### src/rtl/shift_ctrl.sv
// Sequencer around an external combinational 16-bit shifter: native SLL/SRL in
// one pass, SRA/ROL as two passes whose results are OR-merged in an accumulator.
module shift_ctrl #(
  parameter int DATA_W = 16,
  parameter int AMT_W  = 4
) (
  input  logic              clk,
  input  logic              rst_n,
  input  logic              req_valid,
  output logic              req_ready,
  input  logic [1:0]        req_op,
  input  logic [AMT_W-1:0]  req_amount,
  input  logic [DATA_W-1:0] req_data,
  output logic              rsp_valid,
  input  logic              rsp_ready,
  output logic [DATA_W-1:0] rsp_data,
  output logic              busy,
  output logic [AMT_W-1:0]  sh_amount,
  output logic [DATA_W-1:0] sh_data,
  output logic              sh_lorr,
  input  logic [DATA_W-1:0] sh_result,
  output logic [1:0]        dbg_state
);

  // Handshakes: a transfer happens on a rising edge where valid and ready are
  // both high; valid never depends on ready, and ready is a pure state decode.

  localparam logic [1:0] OP_SLL = 2'b00;
  localparam logic [1:0] OP_SRL = 2'b01;
  localparam logic [1:0] OP_SRA = 2'b10;
  localparam logic [1:0] OP_ROL = 2'b11;

  typedef enum logic [1:0] {IDLE, PASS1, PASS2, DONE} state_t;

  state_t            state, state_nxt;
  logic [1:0]        op_q;
  logic [AMT_W-1:0]  amt_q;
  logic [DATA_W-1:0] data_q;
  logic [DATA_W-1:0] acc;
  logic              accept;

  assign accept    = req_valid && req_ready;
  assign rsp_data  = acc;
  assign dbg_state = state;

  always_ff @(posedge clk or negedge rst_n) begin
    if (!rst_n) begin
      state  <= IDLE;
      op_q   <= '0;
      amt_q  <= '0;
      data_q <= '0;
      acc    <= '0;
    end else begin
      state <= state_nxt;
      if (accept) begin
        op_q   <= req_op;
        amt_q  <= req_amount;
        data_q <= req_data;
        // A zero shift bypasses the shifter entirely.
        if (req_amount == '0) acc <= req_data;
      end
      if (state == PASS1) acc <= sh_result;
      if (state == PASS2) acc <= acc | sh_result;
    end
  end

  always_comb begin
    state_nxt = state;
    req_ready = 1'b0;
    rsp_valid = 1'b0;
    busy      = 1'b1;
    sh_amount = '0;
    sh_data   = '0;
    sh_lorr   = 1'b0;
    case (state)
      IDLE: begin
        req_ready = 1'b1;
        busy      = 1'b0;
        if (accept) state_nxt = (req_amount == '0) ? DONE : PASS1;
      end
      PASS1: begin
        sh_data   = data_q;
        sh_amount = amt_q;
        sh_lorr   = (op_q == OP_SRL) || (op_q == OP_SRA);
        state_nxt = (op_q == OP_SRA || op_q == OP_ROL) ? PASS2 : DONE;
      end
      PASS2: begin
        // DATA_W == 2**AMT_W, so the wrapped negation is DATA_W - amt_q.
        sh_amount = '0 - amt_q;
        if (op_q == OP_ROL) begin
          sh_data = data_q;
          sh_lorr = 1'b1;
        end else begin
          sh_data = {DATA_W{data_q[DATA_W-1]}};
          sh_lorr = 1'b0;
        end
        state_nxt = DONE;
      end
      DONE: begin
        rsp_valid = 1'b1;
        if (rsp_ready) state_nxt = IDLE;
      end
      default: state_nxt = IDLE;
    endcase
  end

endmodule

### config.mk
export PLATFORM = sky130hd
export DESIGN_NAME = shift_ctrl
export DESIGN_NICKNAME = d
export VERILOG_FILES = /design/src/rtl/shift_ctrl.sv
export SDC_FILE = /design/constraint.sdc
export NUM_CORES = 1
export LEC_CHECK = 0
export BUFFER_PORTS_ARGS = -buffer_cell sky130_fd_sc_hd__buf_2
export CAP_MARGIN = 10
export CORE_ASPECT_RATIO = 0.6
export CORE_MARGIN = 2
export CORE_UTILIZATION = 53
export CTS_CLUSTER_DIAMETER = 100
export DETAILED_ROUTE_END_ITERATION = 10
export MAX_ROUTING_LAYER = met4
export PLACE_DENSITY = 0.83
export SYNTH_ARGS = -nofsm -noshare
export SYNTH_HDL_FRONTEND = slang
export SYNTH_SLANG_ARGS = --single-unit
### constraint.sdc
create_clock -name clk -period 4.6 [get_ports clk]
set_input_delay 0.92 -clock clk [delete_from_list [all_inputs] [get_ports clk]]
set_output_delay 0.92 -clock clk [all_outputs]
set_load 0.005 [all_outputs]
==> qor.yml, run 1 <==
status: "finished clean"
p_leak_nw: 1.37
dr.pass1.iters: 4
min-delay-start: "rsp_data[2]"
synthXorXnorAreaFrac: 0.00757
ys_warn_count: 0
rsz0062_at_grt: "no"
hp-class: "flip-flop to flip-flop"
synth_area_leaders: "dfrtp_1, mux2_2, o2bb2ai_2, mux2i_1, a21boi_0"
period_minus_slack_ns: 3.11
fmax_ghz: 0.321
place_ws_ns: 1.81
ys_ff_latch: 40
drcViolationCount: 0
p_int_mw: 1.30
clk_latency_ns: 0.30
core_region_area_um2: 4140
track_usage: 0.231
cts_sinks: 40
grt_overflow: 0
routedWlPerCell_um: 15.3
wl_um: 5180
detail-route-antenna-nets: 0
cts_resized: 0
cts_max_level: 2
synthSimpleGateAreaFrac: 0.104
min_path_cells: 1
cp-end-kind: "output port"
synthTopCellsByCount: "dfrtp_1, nand2_1, mux2_2"
netlist.area_leader.share: 0.433
num_io_pins: 84
drt_iter0_markers: 62
finalPower_mw: 2.19
cts_buffers: 5
yosysTopAreaCell: "dfrtp_1"
io_buffers: 83
yosysUniqueCellTypes: 36
synthMuxAreaShare: 0.162
critPathMaxFanout: 13
dieArea_um2: 4930
cts_buffer_depth: 2
slew_headroom: 0.330
cts_hold_buf: 0
seq_power_share: 0.308
netSwitchingPower_mw: 0.888
power_frac_comb: 0.554
num_vias: 1768
reg2regPathDepth: 5
syn_avg_cell_area_um2: 11.7
finish.utilization: 0.686
finalCritPeriodShare: 0.677
clk_transition_reported_paths_ns: 0.08
first_global_vias: 1633
synth_top_family_by_area: "compound AO/OA/AOI/OAI gates"
cts_setup_buffers: 0
reg2reg_from: "dbg_state[0]"
worstSetupPathType: "flip-flop to output port"
antenna_found_initial: 0
syn-cell-area_um2: 2310
power_density_nw_per_um2: 771
gp_congestion: 0.833
clock_skew_ns: 0.00554
crit_arrival_ns: 2.19
critPathRequiredTime_ns: 3.68
setup_violations: 0
fin_ws_ns: 1.49
via_per_inst: 5.23
seq_area_frac_synth: 0.433
antenna-diode-count: 0
synth_ff_type: "dfrtp_1"
synth_compound_area_frac: 0.204
area_growth_syn_to_layout_pct: 22.9
syn_nets: 248
cap_viol_max_count: 0
synth.most_common_cell: "dfrtp_1"
swShare: 0.405
rows: 18
synth_fa_ha_area_frac: 0.0433
timing.hold.ws_ns: 0.488
hold_viol_final: 0
syn_inst: 198
irDropWorstVdd_mv: 0.376
critPathLaunchType: "flip-flop"
synth-edff-count: 0
worstMarginPinSlew_ns: 0.999
clkPwrFrac: 0.138
dp_hpwl_um: 3650
layout-drive-gt1-share: 0.453
initial_core_util: 0.558
finalMaxSlewViolations: 0
grt_pass1_wl_um: 7950
die_w_um: 89.3
cts_tree: "done"
fin_setup_tns_ns: 0
ys_async_sr_fraction: 1.00
cts_root_buf: "clkbuf_8"
worstSetupStartpoint: "dbg_state[1]"
grt_max_degree: 41
nets: 327
die_y_um: 55.2
cell families (layout without fill, tap and decap cells):
logic type / count (synthesis) / after routing
AO/OA/AOI/OAI: 52 / 52
AND/OR/NAND/NOR: 42 / 42
multiplexers: 35 / 35
flip-flops: 40 / 40
XOR/XNOR: 2 / 2
buffers and inverters: 19 / 99
adder cells (fa/ha/maj): 8 / 8
per-stage QoR:
step                instance area [µm²]  std cells
finish                             2840        338
global route                       2840        338
CTS                                2840        338
detailed placement                 2730        330
global placement                   2730        330
floorplan                          2310        198
flip-flops by register name (all words and copies together), names as in the netlist:
name and count:
data_q 16, rsp_data 16, amt_q 4, dbg_state 2, op_q 2
power by group through the flow:
stage          logic (mW)  clock network, mW  registers [mW]
6_report             1.21              0.302           0.674
3_3_place_gp         1.20                  0           0.672
4_1_cts              1.23              0.307           0.672
5_1_grt              1.33              0.324           0.701
2_1_floorplan       0.906                  0           0.655
3_5_place_dp         1.23                  0           0.670
layout by cell type, fill, tap and decap left out, types with 2 or more instances in the layout:
cell / count
mux2_2: 19
and2_1: 6
buf_2: 83
inv_1: 8
a21oi_1: 2
o2bb2ai_1: 6
mux2i_1: 16
nor2b_1: 4
ha_1: 8
o31ai_1: 2
a21o_1: 2
o21ai_0: 9
a21boi_0: 16
a22oi_1: 2
nand2_1: 21
o2bb2ai_2: 11
clkbuf_8: 5
dfrtp_1: 40
critical path, cell delays in order (launching register included):
cell	delay, ns
dfrtp_1	0.44
inv_1	0.10
ha_1	0.57
a21o_1	0.34
nand2_1	0.09
a21boi_0	0.21
buf_2	0.15
metal layers:
metal / GRT usage / part of all wire / wire length, µm
met4: 0.0796 / 0.013 / 65
met2: 0.326 / 0.39 / 2040
met3: 0.0712 / 0.073 / 379
met1: 0.317 / 0.52 / 2700
met5: - / 0 / 0
worst paths after layout:
| kind | end | slack [ns] |
|---|---|---|
| worst min register to register | rsp_data[2] | 0.49 |
| worst max register to register | rsp_data[5] | 2.22 |
| worst min-delay path | rsp_data[2] | 0.49 |
| max in group asynchronous | rsp_data[1] | 3.30 |
| min in group asynchronous | rsp_data[0] | 0.74 |
| worst max-delay path | sh_data[8] | 1.49 |
final cells by class:
class / count / area (µm²)
clock buffers: 5 / 68.8
multi-input cells: 139 / 1210
well taps: 60 / 75.1
fillers: 354 / 1300
flip-flops and latches: 40 / 1000
repair buffers: 83 / 415
clock inverters: 3 / 46.3
inverters: 8 / 30.0
(Power assumes the default switching activity.)
==> inputs of run 2 (changes only) <==
- CORE_UTILIZATION: 53 -> 50
- PLACE_DENSITY: 0.83 -> 0.79
- clock period: 4.6 -> 3.24 ns (I/O delays scaled with it)
==> run 2 against run 1 <==
Net effect:
- register-to-register slack worse by 1.3 ns
- sequential cell count unchanged
- non-clock buffer count up 1
- critical path depth unchanged
- cell count up 0.89%
- clock power up 5%
- critical path type unchanged
- largest cell class unchanged
- largest power group unchanged
- highest routed layer unchanged
==> qor.yml, run 2 (synthesis gave the netlist of run 1 again) <==
status: "finished clean"
fin_ws_ns: 0.425
cts_buffers: 5
final_area_um2: 2820
clk_latency_ns: 0.28
initial_core_util: 0.512
drcViolationCount: 0
power_density_nw_per_um2: 1060
place_area_um2: 2740
p_leak_nw: 1.36
routedWlPerCell_um: 14.8
track_usage: 0.211
layout-drive-gt1-share: 0.453
met1_length_um: 2670
cts_sinks: 40
netSwitchingPower_mw: 1.23
cts_root_buf: "clkbuf_8"
hold_viol_final: 0
fin_setup_tns_ns: 0
nets: 328
rows: 19
die_y_um: 56.7
worst-path-buf-inv: 2
critical_path.slowest_cell: "ha_1"
antenna_found_initial: 0
hp-class: "input port to asynchronous set/reset pin"
num_vias: 1741
cts_resized: 0
worstMarginPinSlew_ns: 1.02
r2r_end: "rsp_data[4]"
cp_num_cells: 6
power_frac_comb: 0.573
io_buffers: 83
setup_violations: 0
wl_um: 5040
gp_congestion: 0.849
mostFrequentLayoutCells: "buf_2, dfrtp_1, nand2_1"
final_common_cell: "buf_2"
worstSetupPathType: "flip-flop to output port"
wl_met3_um: 280
via_per_inst: 5.11
reg2regPathDepth: 4
grt_overflow: 0
finalCritPeriodShare: 0.869
die_w_um: 91.8
cp-endpoint: "sh_data[8]"
first_global_vias: 1718
finalMaxSlewViolations: 0
clock_skew_ns: 0.00729
cp-end-kind: "output port"
path_cells: "inv_1 > ha_1 > a21o_1 > nand2_1 > a21boi_0 > buf_2"
critPathRequiredTime_ns: 2.59
place_ws_ns: 0.691
p_int_mw: 1.77
critPathMaxFanout: 13
worstSetupStartpoint: "dbg_state[1]"
cts_setup_buffers: 0
antenna-diode-count: 0
core_region_area_um2: 4520
cts_buffer_depth: 2
dieArea_um2: 5200
crit_arrival_ns: 2.17
slew_headroom: 0.318
cap_viol_max_count: 0
dr.pass1.iters: 4
detail-route-antenna-nets: 0
grt_max_degree: 41
cts_tree: "done"
rsz0062_at_grt: "no"
drt_iter0_markers: 78
max_stage_delay_ns: 0.57
cts_max_level: 2
grt_pass1_wl_um: 8350
num_io_pins: 84
cts_hold_buf: 0
period_minus_slack_ns: 2.81
swShare: 0.410
path_delay_family: "adder cells"
clk_transition_reported_paths_ns: 0.08
highest_layer: "met4"
area_growth_syn_to_layout_pct: 21.9
critPathLaunchType: "flip-flop"
dp_hpwl_um: 3720
reg2reg_from: "dbg_state[1]"
seq_power_share: 0.321
r2r_setup_slack_ns: 0.91
wl_met2_um: 2070
fmax_ghz: 0.355
irDropWorstVdd_mv: 0.513
clkPwrFrac: 0.106
==> run 2: routing by layer <==
layer,global-route usage,up-vias
li1,-,869
met1,0.314,813
met2,0.300,57
met3,0.0510,2
met4,0.0320,0
met5,-,-
==> run 2: worst min-delay path by stage <==
stage / endpoint / slack, ns / depth (start not counted)
3_5_place_dp: rsp_data[1] / 0.47 / 1
5_1_grt: rsp_data[5] / 0.52 / 1
3_3_place_gp: rsp_data[1] / 0.47 / 1
4_1_cts: rsp_data[4] / 0.50 / 1
2_1_floorplan: amt_q[0] / 0.35 / 0
6_report: rsp_data[1] / 0.47 / 1
==> run 2: final cells by class <==
cell class / instances / area (µm²)
timing repair buffer: 84 / 423
clock inverter: 2 / 12.5
fill: 386 / 1700
sequential: 40 / 1000
multi-input combinational: 139 / 1210
tap: 63 / 78.8
clock buffer: 5 / 68.8
inverter: 8 / 30.0
==> run 2: stage by stage <==
step | power (mW) | std cells | hold slack, ns | util
floorplan | 2.22 | 198 | 0.352 | -
global placement | 2.66 | 334 | 0.467 | 0.606
detailed placement | 2.70 | 334 | 0.474 | 0.606
CTS | 3.02 | 341 | 0.496 | 0.624
global route | 3.24 | 341 | 0.516 | 0.624
finish | 2.99 | 341 | 0.467 | 0.624
==> run 2: power groups by stage <==
stage	combinational (mW)	sequential, mW	clock [mW]
after floorplan	1.29	0.931	0
after global placement	1.70	0.955	0
after detailed placement	1.74	0.959	0
after CTS	1.74	0.959	0.319
after global routing	1.90	1.00	0.345
final	1.72	0.961	0.316
